`src/rtl/uart_recv.sv`:
```
// uart_recv: 8N1 UART receiver with mid-bit sampling and mid-stop-bit re-arm.
// Optional macro UART_RECV_FRAME_CHK_EN: a low stop bit raises frame_err instead of delivering the byte.
module uart_recv #(
    parameter int CLK_FREQ = 50000000,
    parameter int UART_BPS = 9600
) (
    input  logic       clk,
    input  logic       rst_n,
    input  logic       uart_rxd,
    output logic       uart_done,
    output logic [7:0] uart_data,
    output logic       frame_err
);
    localparam int BPS_CNT = CLK_FREQ / UART_BPS;
    localparam logic [15:0] CNT_MAX = 16'(BPS_CNT - 1);
    localparam logic [15:0] CNT_MID = 16'(BPS_CNT / 2);

    typedef enum logic [2:0] {IDLE, START, DATA, STOP, WAIT_HIGH} state_t;

    state_t      state_q, state_d;
    logic [15:0] clk_cnt_q, clk_cnt_d;
    logic [2:0]  bit_cnt_q, bit_cnt_d;
    logic [7:0]  shift_q, shift_d;
    logic [7:0]  data_q, data_d;
    logic        done_q, done_d;
    logic        rxd_s1_q, rxd_s2_q, rxd_s3_q;
    logic        start_flag, mid, wrap;

    assign start_flag = rxd_s3_q & ~rxd_s2_q;
    assign mid        = clk_cnt_q == CNT_MID;
    assign wrap       = clk_cnt_q == CNT_MAX;
    assign uart_done  = done_q;
    assign uart_data  = data_q;

    // Synchronize the line and keep one extra stage for falling-edge detection; reset to idle-high
    always_ff @(posedge clk or negedge rst_n) begin
        if (!rst_n) begin
            rxd_s1_q <= 1'b1;
            rxd_s2_q <= 1'b1;
            rxd_s3_q <= 1'b1;
        end else begin
            rxd_s1_q <= uart_rxd;
            rxd_s2_q <= rxd_s1_q;
            rxd_s3_q <= rxd_s2_q;
        end
    end

    // Receiver state, counters, shift register and output registers
    always_ff @(posedge clk or negedge rst_n) begin
        if (!rst_n) begin
            state_q   <= IDLE;
            clk_cnt_q <= 16'd0;
            bit_cnt_q <= 3'd0;
            shift_q   <= 8'h00;
            data_q    <= 8'h00;
            done_q    <= 1'b0;
        end else begin
            state_q   <= state_d;
            clk_cnt_q <= clk_cnt_d;
            bit_cnt_q <= bit_cnt_d;
            shift_q   <= shift_d;
            data_q    <= data_d;
            done_q    <= done_d;
        end
    end

`ifdef UART_RECV_FRAME_CHK_EN
    logic ferr_q, ferr_d;
    assign frame_err = ferr_q;

    // Frame-error pulse register
    always_ff @(posedge clk or negedge rst_n) begin
        if (!rst_n) ferr_q <= 1'b0;
        else        ferr_q <= ferr_d;
    end
`else
    assign frame_err = 1'b0;
`endif

    // Next-state logic: bit timing, start validation, data capture and stop handling
    always_comb begin
        state_d   = state_q;
        clk_cnt_d = 16'd0;
        bit_cnt_d = bit_cnt_q;
        shift_d   = shift_q;
        data_d    = data_q;
        done_d    = 1'b0;
`ifdef UART_RECV_FRAME_CHK_EN
        ferr_d    = 1'b0;
`endif
        case (state_q)
            IDLE: state_d = start_flag ? START : IDLE;
            START: begin
                clk_cnt_d = wrap ? 16'd0 : clk_cnt_q + 16'd1;
                if (mid && rxd_s2_q) begin
                    state_d   = IDLE;
                    clk_cnt_d = 16'd0;
                end else if (wrap) begin
                    state_d   = DATA;
                    bit_cnt_d = 3'd0;
                end
            end
            DATA: begin
                clk_cnt_d = wrap ? 16'd0 : clk_cnt_q + 16'd1;
                if (mid) shift_d[bit_cnt_q] = rxd_s2_q;
                if (wrap) begin
                    bit_cnt_d = bit_cnt_q + 3'd1;
                    state_d   = (bit_cnt_q == 3'd7) ? STOP : DATA;
                end
            end
            STOP: begin
                clk_cnt_d = clk_cnt_q + 16'd1;
                if (mid) begin
                    clk_cnt_d = 16'd0;
                    state_d   = rxd_s2_q ? IDLE : WAIT_HIGH;
`ifdef UART_RECV_FRAME_CHK_EN
                    done_d    = rxd_s2_q;
                    data_d    = rxd_s2_q ? shift_q : data_q;
                    ferr_d    = ~rxd_s2_q;
`else
                    done_d    = 1'b1;
                    data_d    = shift_q;
`endif
                end
            end
            WAIT_HIGH: state_d = rxd_s2_q ? IDLE : WAIT_HIGH;
            default: state_d = IDLE;
        endcase
    end
endmodule

```
`config.mk`:
```
export PLATFORM = sky130hd
export DESIGN_NAME = uart_recv
export DESIGN_NICKNAME = d
export VERILOG_FILES = /design/src/rtl/uart_recv.sv
export SDC_FILE = /design/constraint.sdc
export NUM_CORES = 1
export LEC_CHECK = 0
export BUFFER_PORTS_ARGS = -buffer_cell sky130_fd_sc_hd__buf_4
export CORE_UTILIZATION = 64
export CTS_CLUSTER_SIZE = 12
export DETAILED_ROUTE_END_ITERATION = 6
export PLACE_DENSITY = 0.83
export SYNTH_ARGS = -nofsm -noshare
export SYNTH_HDL_FRONTEND = slang
export SYNTH_SLANG_ARGS = --single-unit
```
`constraint.sdc`:
```
create_clock -name clk -period 7.1 [get_ports clk]
set_input_delay 0.355 -clock clk [delete_from_list [all_inputs] [get_ports clk]]
set_output_delay 0.355 -clock clk [all_outputs]
set_load 0.05 [all_outputs]
```
# Word level (Yosys, flattened, before mapping)
# Index checks and enable logic that the tools add are counted.
# totals
ff_bits	42
inputBits	3
word_cells	56
# classes
addsub	2
order_cmp	2
n_eq_ne	12
muxes	21
bitwise_logic	2
n_reduce_logical	8
# ops
operator	count
$mux W16	3
$pmux W16 S3	1
$mux W3	8
$add A16 B1 Y16 const B	1
$eq A16 B12 Y1 const B	1
$eq A16 B13 Y1 const B	1
$pmux W3 S5	1
$bwmux W8	1
$ne A2 B2 Y1 const B	4
$eq A3 B2 Y1 const B	2
$eq A3 B3 Y1 const B	2
$pmux W3 S2	1
$mux W1	5
$lt A3 B4 Y1 const B	1
$reduce_and A2 Y1	2
$reduce_and A4 Y1	1
$add A3 B1 Y3 const B	1
$demux W1 S3	1
$eq A3 B1 Y1 const B	1
$ge A3 B1 Y1 const B	1
$logic_not A3 Y1	1
$ne A3 B3 Y1 const B	1
$reduce_and A3 Y1	1
$logic_and A1 B1 Y1	2
other kinds (3)	3

# Longest topological paths before layout
# logic_depth
ltp_word	5
depth_mapped	8

# Least setup slack after synthesis
# Ideal clock, no wire load.
# synth_timing
path_kind	register to register
start	reg clk_cnt_q[7]
end	reg data_q[0], in the netlist uart_data[0]
setup_ns	0.125
arrival_ns	2.396
t_required_ns	6.975
slack_ns	4.579
path_stages_with_launch	8
path_buffers	2
path_cell_list	dfrtp_1 buf_6 or4b_4 or3_1 buf_2 or4_4 clkinv_4 mux2_4
# synth_between
elab_chain_len	2
# synth_rtl
element	line_no	rtl
from (decl)	21	logic [15:0] clk_cnt_q, clk_cnt_d;
from (signal assigned)	59	clk_cnt_q <= clk_cnt_d;
$eq A16 B12 Y1	30	assign mid = clk_cnt_q == CNT_MID;
$reduce_and A2 Y1 (no source line)	-	
to (signal assigned)	62	data_q <= data_d;
to (decl)	24	logic [7:0] data_q, data_d;
# Every way passes these cells.
# A chain may end at the register's enable or synchronous reset.

# Worst setup path after layout
# layout_timing
start	reg clk_cnt_q[7]
end	reg data_q[7], in the netlist uart_data[7]
# Same word-level chain as after synthesis.

==> impl_metrics.ini <==
[logic_synthesis]
synthCells = 198
syn-num-nets = 205
synthDistinctLibCells = 47
async_reset_ff_share_pct = 100
synthTopCellsByCount = dfrtp_1 (39), a21oi_1 (16), nand4_1 (11)
syn_area_um2 = 2170
ys_seq_area_share_pct = 48.6
synth_top_area_cell = dfrtp_1
synth_edf_count = 0
yosysWarnings = 0
yosysTopAreaCellShare_pct = 45.0
synth_most_common_cell = dfrtp_1
ys_ff_latch = 42
synth_area_leaders = dfrtp_1 (45%), mux2_4 (5.5%), mux2_2 (4.2%), a21oi_1 (3.7%), dfstp_2 (3.6%)
synth_ff_type = dfrtp_1
synth.avg_cell_area_um2 = 11.0

[sta]
finalHoldViolCount = 0
fmax_mhz = 386
rsz0062_at_grt = no
worst_pin_slew_ns = 0.649
finalCriticalPeriod_ns = 2.59
setup_viol = 0
drv_slew = 0
slew_headroom_pct = 56.1
period_share_pct = 36.5
fin_setup_tns_ns = 0
clock_skew_ns = 0.0110

[clocking]
root_buffer = clkbuf_4
cts.sink_count = 42
clockBufferDepth = 2
cts_max_level = 2
cts_tree = done
clkTransAtPathRegs_ns = 0.12
cts_buffers = 5
worstSkewPairLatency_ns = 0.36
cts_resized = 0
postCtsSetupRepairBufs = 0

[routing]
ant_nets = 0
route.vias.total = 1596
post_drt_wl_per_cell_um = 17.2
viasPerCell = 6.38
firstDrtPassIters = 4
drcViolationCount = 0
initialDrtViolationCount = 109
wl_mm = 4.31

[power]
p_total_w = 0.000580
leakage_nw = 1.05
worst_ir_drop_vdd_mv = 0.185
p_int_w = 0.000420
seqPwrFrac_pct = 50.4
power_switching_w = 0.000160
p_clk_share_pct = 34.0
swShare_pct = 27.6
combPwrFrac_pct = 15.6
cellPowerDensity_nw_per_um2 = 244

[worst_setup_path]
worstSetupPathType = register to register
crit_fanout = 9
arrival_ns = 2.85
crit_required_ns = 7.35
cp-start-kind = register
crit_path_end_kind = register

[grt]
grt_pass1_vias = 1522
grt-ovfl-total = 0
grt_max_degree = 43
grt_pass1_wl_mm = 7.06
grtUsageTotal_pct = 26.9
antenna_found_initial = 0

[finish]
areaGrowthSynthToFinish_pct = 9.46
drive_above_1_share_pct = 20.9
finalNetCount = 212
insertedDiodeCount = 0

[floorplanning]
start_util_pct = 69.3
die-area_um2 = 3620
boundaryPins = 13
die_x_um = 60.2
die_y_um = 60.2
fp-row-count = 20
core_um2 = 3130

[place]
gp_congestion = 0.948
hpwl_mm = 2.92
port_buffers = 11

[worst_hold_path]
hold_path.class = input pin to register

[job]
max_cap_violations = 0

[run_status]
status = complete, no violations
[flip-flops by register name, indices dropped and copies added, names as in the netlist]
signal	count
state_q	3
shift_q	8
rxd_s2_q	1
uart_data	8
bit_cnt_q	3
uart_done	1
rxd_s1_q	1
rxd_s3_q	1
clk_cnt_q	16
[final cells by class]
class                   instances  area [µm²]
repair buffers                 13         100
clock buffers                   6        51.3
flip-flops and latches         42        1050
fillers                       204         754
clock inverters                 2        60.1
well taps                      44        55.1
multi-input cells             136        1020
inverters                       7        31.3
[power by group through the flow]
stage	Combinational, W	Sequential [W]	Clock, W
2_1_floorplan	0.0000837	0.000281	0
3_3_place_gp	0.0000842	0.000293	0
3_5_place_dp	0.0000898	0.000295	0
4_1_cts	0.0000915	0.000291	0.000199
5_1_grt	0.000104	0.000295	0.000208
6_report	0.0000908	0.000292	0.000197
[stage by stage]
stage                     utilization (%)  hold WS [ns]  cell area, µm²  cells  worst slack [ns]
after floorplan                         -        0.0594            2170    198              4.58
after global placement               72.0         0.346            2250    241              4.59
after detailed placement             72.0         0.348            2250    241              4.53
after CTS                            75.9        0.0851            2370    250              4.52
after global routing                 75.9        0.0814            2370    250              4.44
final                                75.9        0.0879            2370    250              4.51
[layout by cell type (no fill, tap or decap), types with 2 or more instances in the layout]
cell       count
nor3_1         9
nand3_1        9
ha_1           4
or3_1          3
a311o_1        2
dfstp_2        3
nand3b_1       2
dfrtp_1       39
o21ai_0        2
and3_1         5
o31a_1         2
a22oi_1        3
nand4_1       11
bufinv_16      2
nor2_1         5
nand2b_1       2
nor4b_1        2
mux2_4         8
nand2_1        6
xnor2_1        7
nor2b_1        3
nor4_1         2
mux2_2         8
inv_1          6
clkbuf_4       5
buf_4         12
a21oi_1       16
and4_1         2
nor4bb_1       3
xor2_1         5
[metal layers]
layer / GRT usage (%) / vias up / part of all wire, %
met5: 0 / - / 0
li1: - / 744 / -
met1: 32.5 / 793 / 43
met4: 11.6 / 0 / 1.5
met3: 4.55 / 10 / 4.9
met2: 46.6 / 49 / 50
[worst paths after layout]
kind / from / to / slack, ns / cells past startpoint
min in group asynchronous: rst_n / uart_data[3] / 0.50 / 2
max in group asynchronous: rst_n / rxd_s3_q / 6.24 / 2
max: clk_cnt_q[7] / uart_data[7] / 4.51 / 5
min reg2reg: rxd_s1_q / rxd_s2_q / 0.36 / 0
min: uart_rxd / rxd_s1_q / 0.09 / 1
max reg2reg: clk_cnt_q[7] / uart_data[7] / 4.51 / 5
[kinds of logic (layout without fill, tap and decap cells)]
family | after synthesis | in the layout | share of synthesized area [%]
fa+ha+maj | 4 | 4 | 2.31
simple gates | 70 | 70 | 20.1
flops | 42 | 42 | 48.6
compound gates | 33 | 33 | 9.98
xor+xnor | 12 | 12 | 4.85
other cells | 1 | 1 | 0.173
mux | 16 | 16 | 9.69
buf+inv | 20 | 28 | 4.27
[repair_timing]
action / 4_1_cts / 5_1_grt
hold endpoints to repair: 39 / 0
setup endpoints to repair: 0 / 0
hold buffers: 1 / 0
[critical path, stage by stage, from the launching register on]
cell and delay, ns:
dfrtp_1 0.48, or4b_4 0.58, or3_1 0.42, or4_4 0.57, clkinv_4 0.13, mux2_4 0.30
Power figures use the tool's default switching activity.
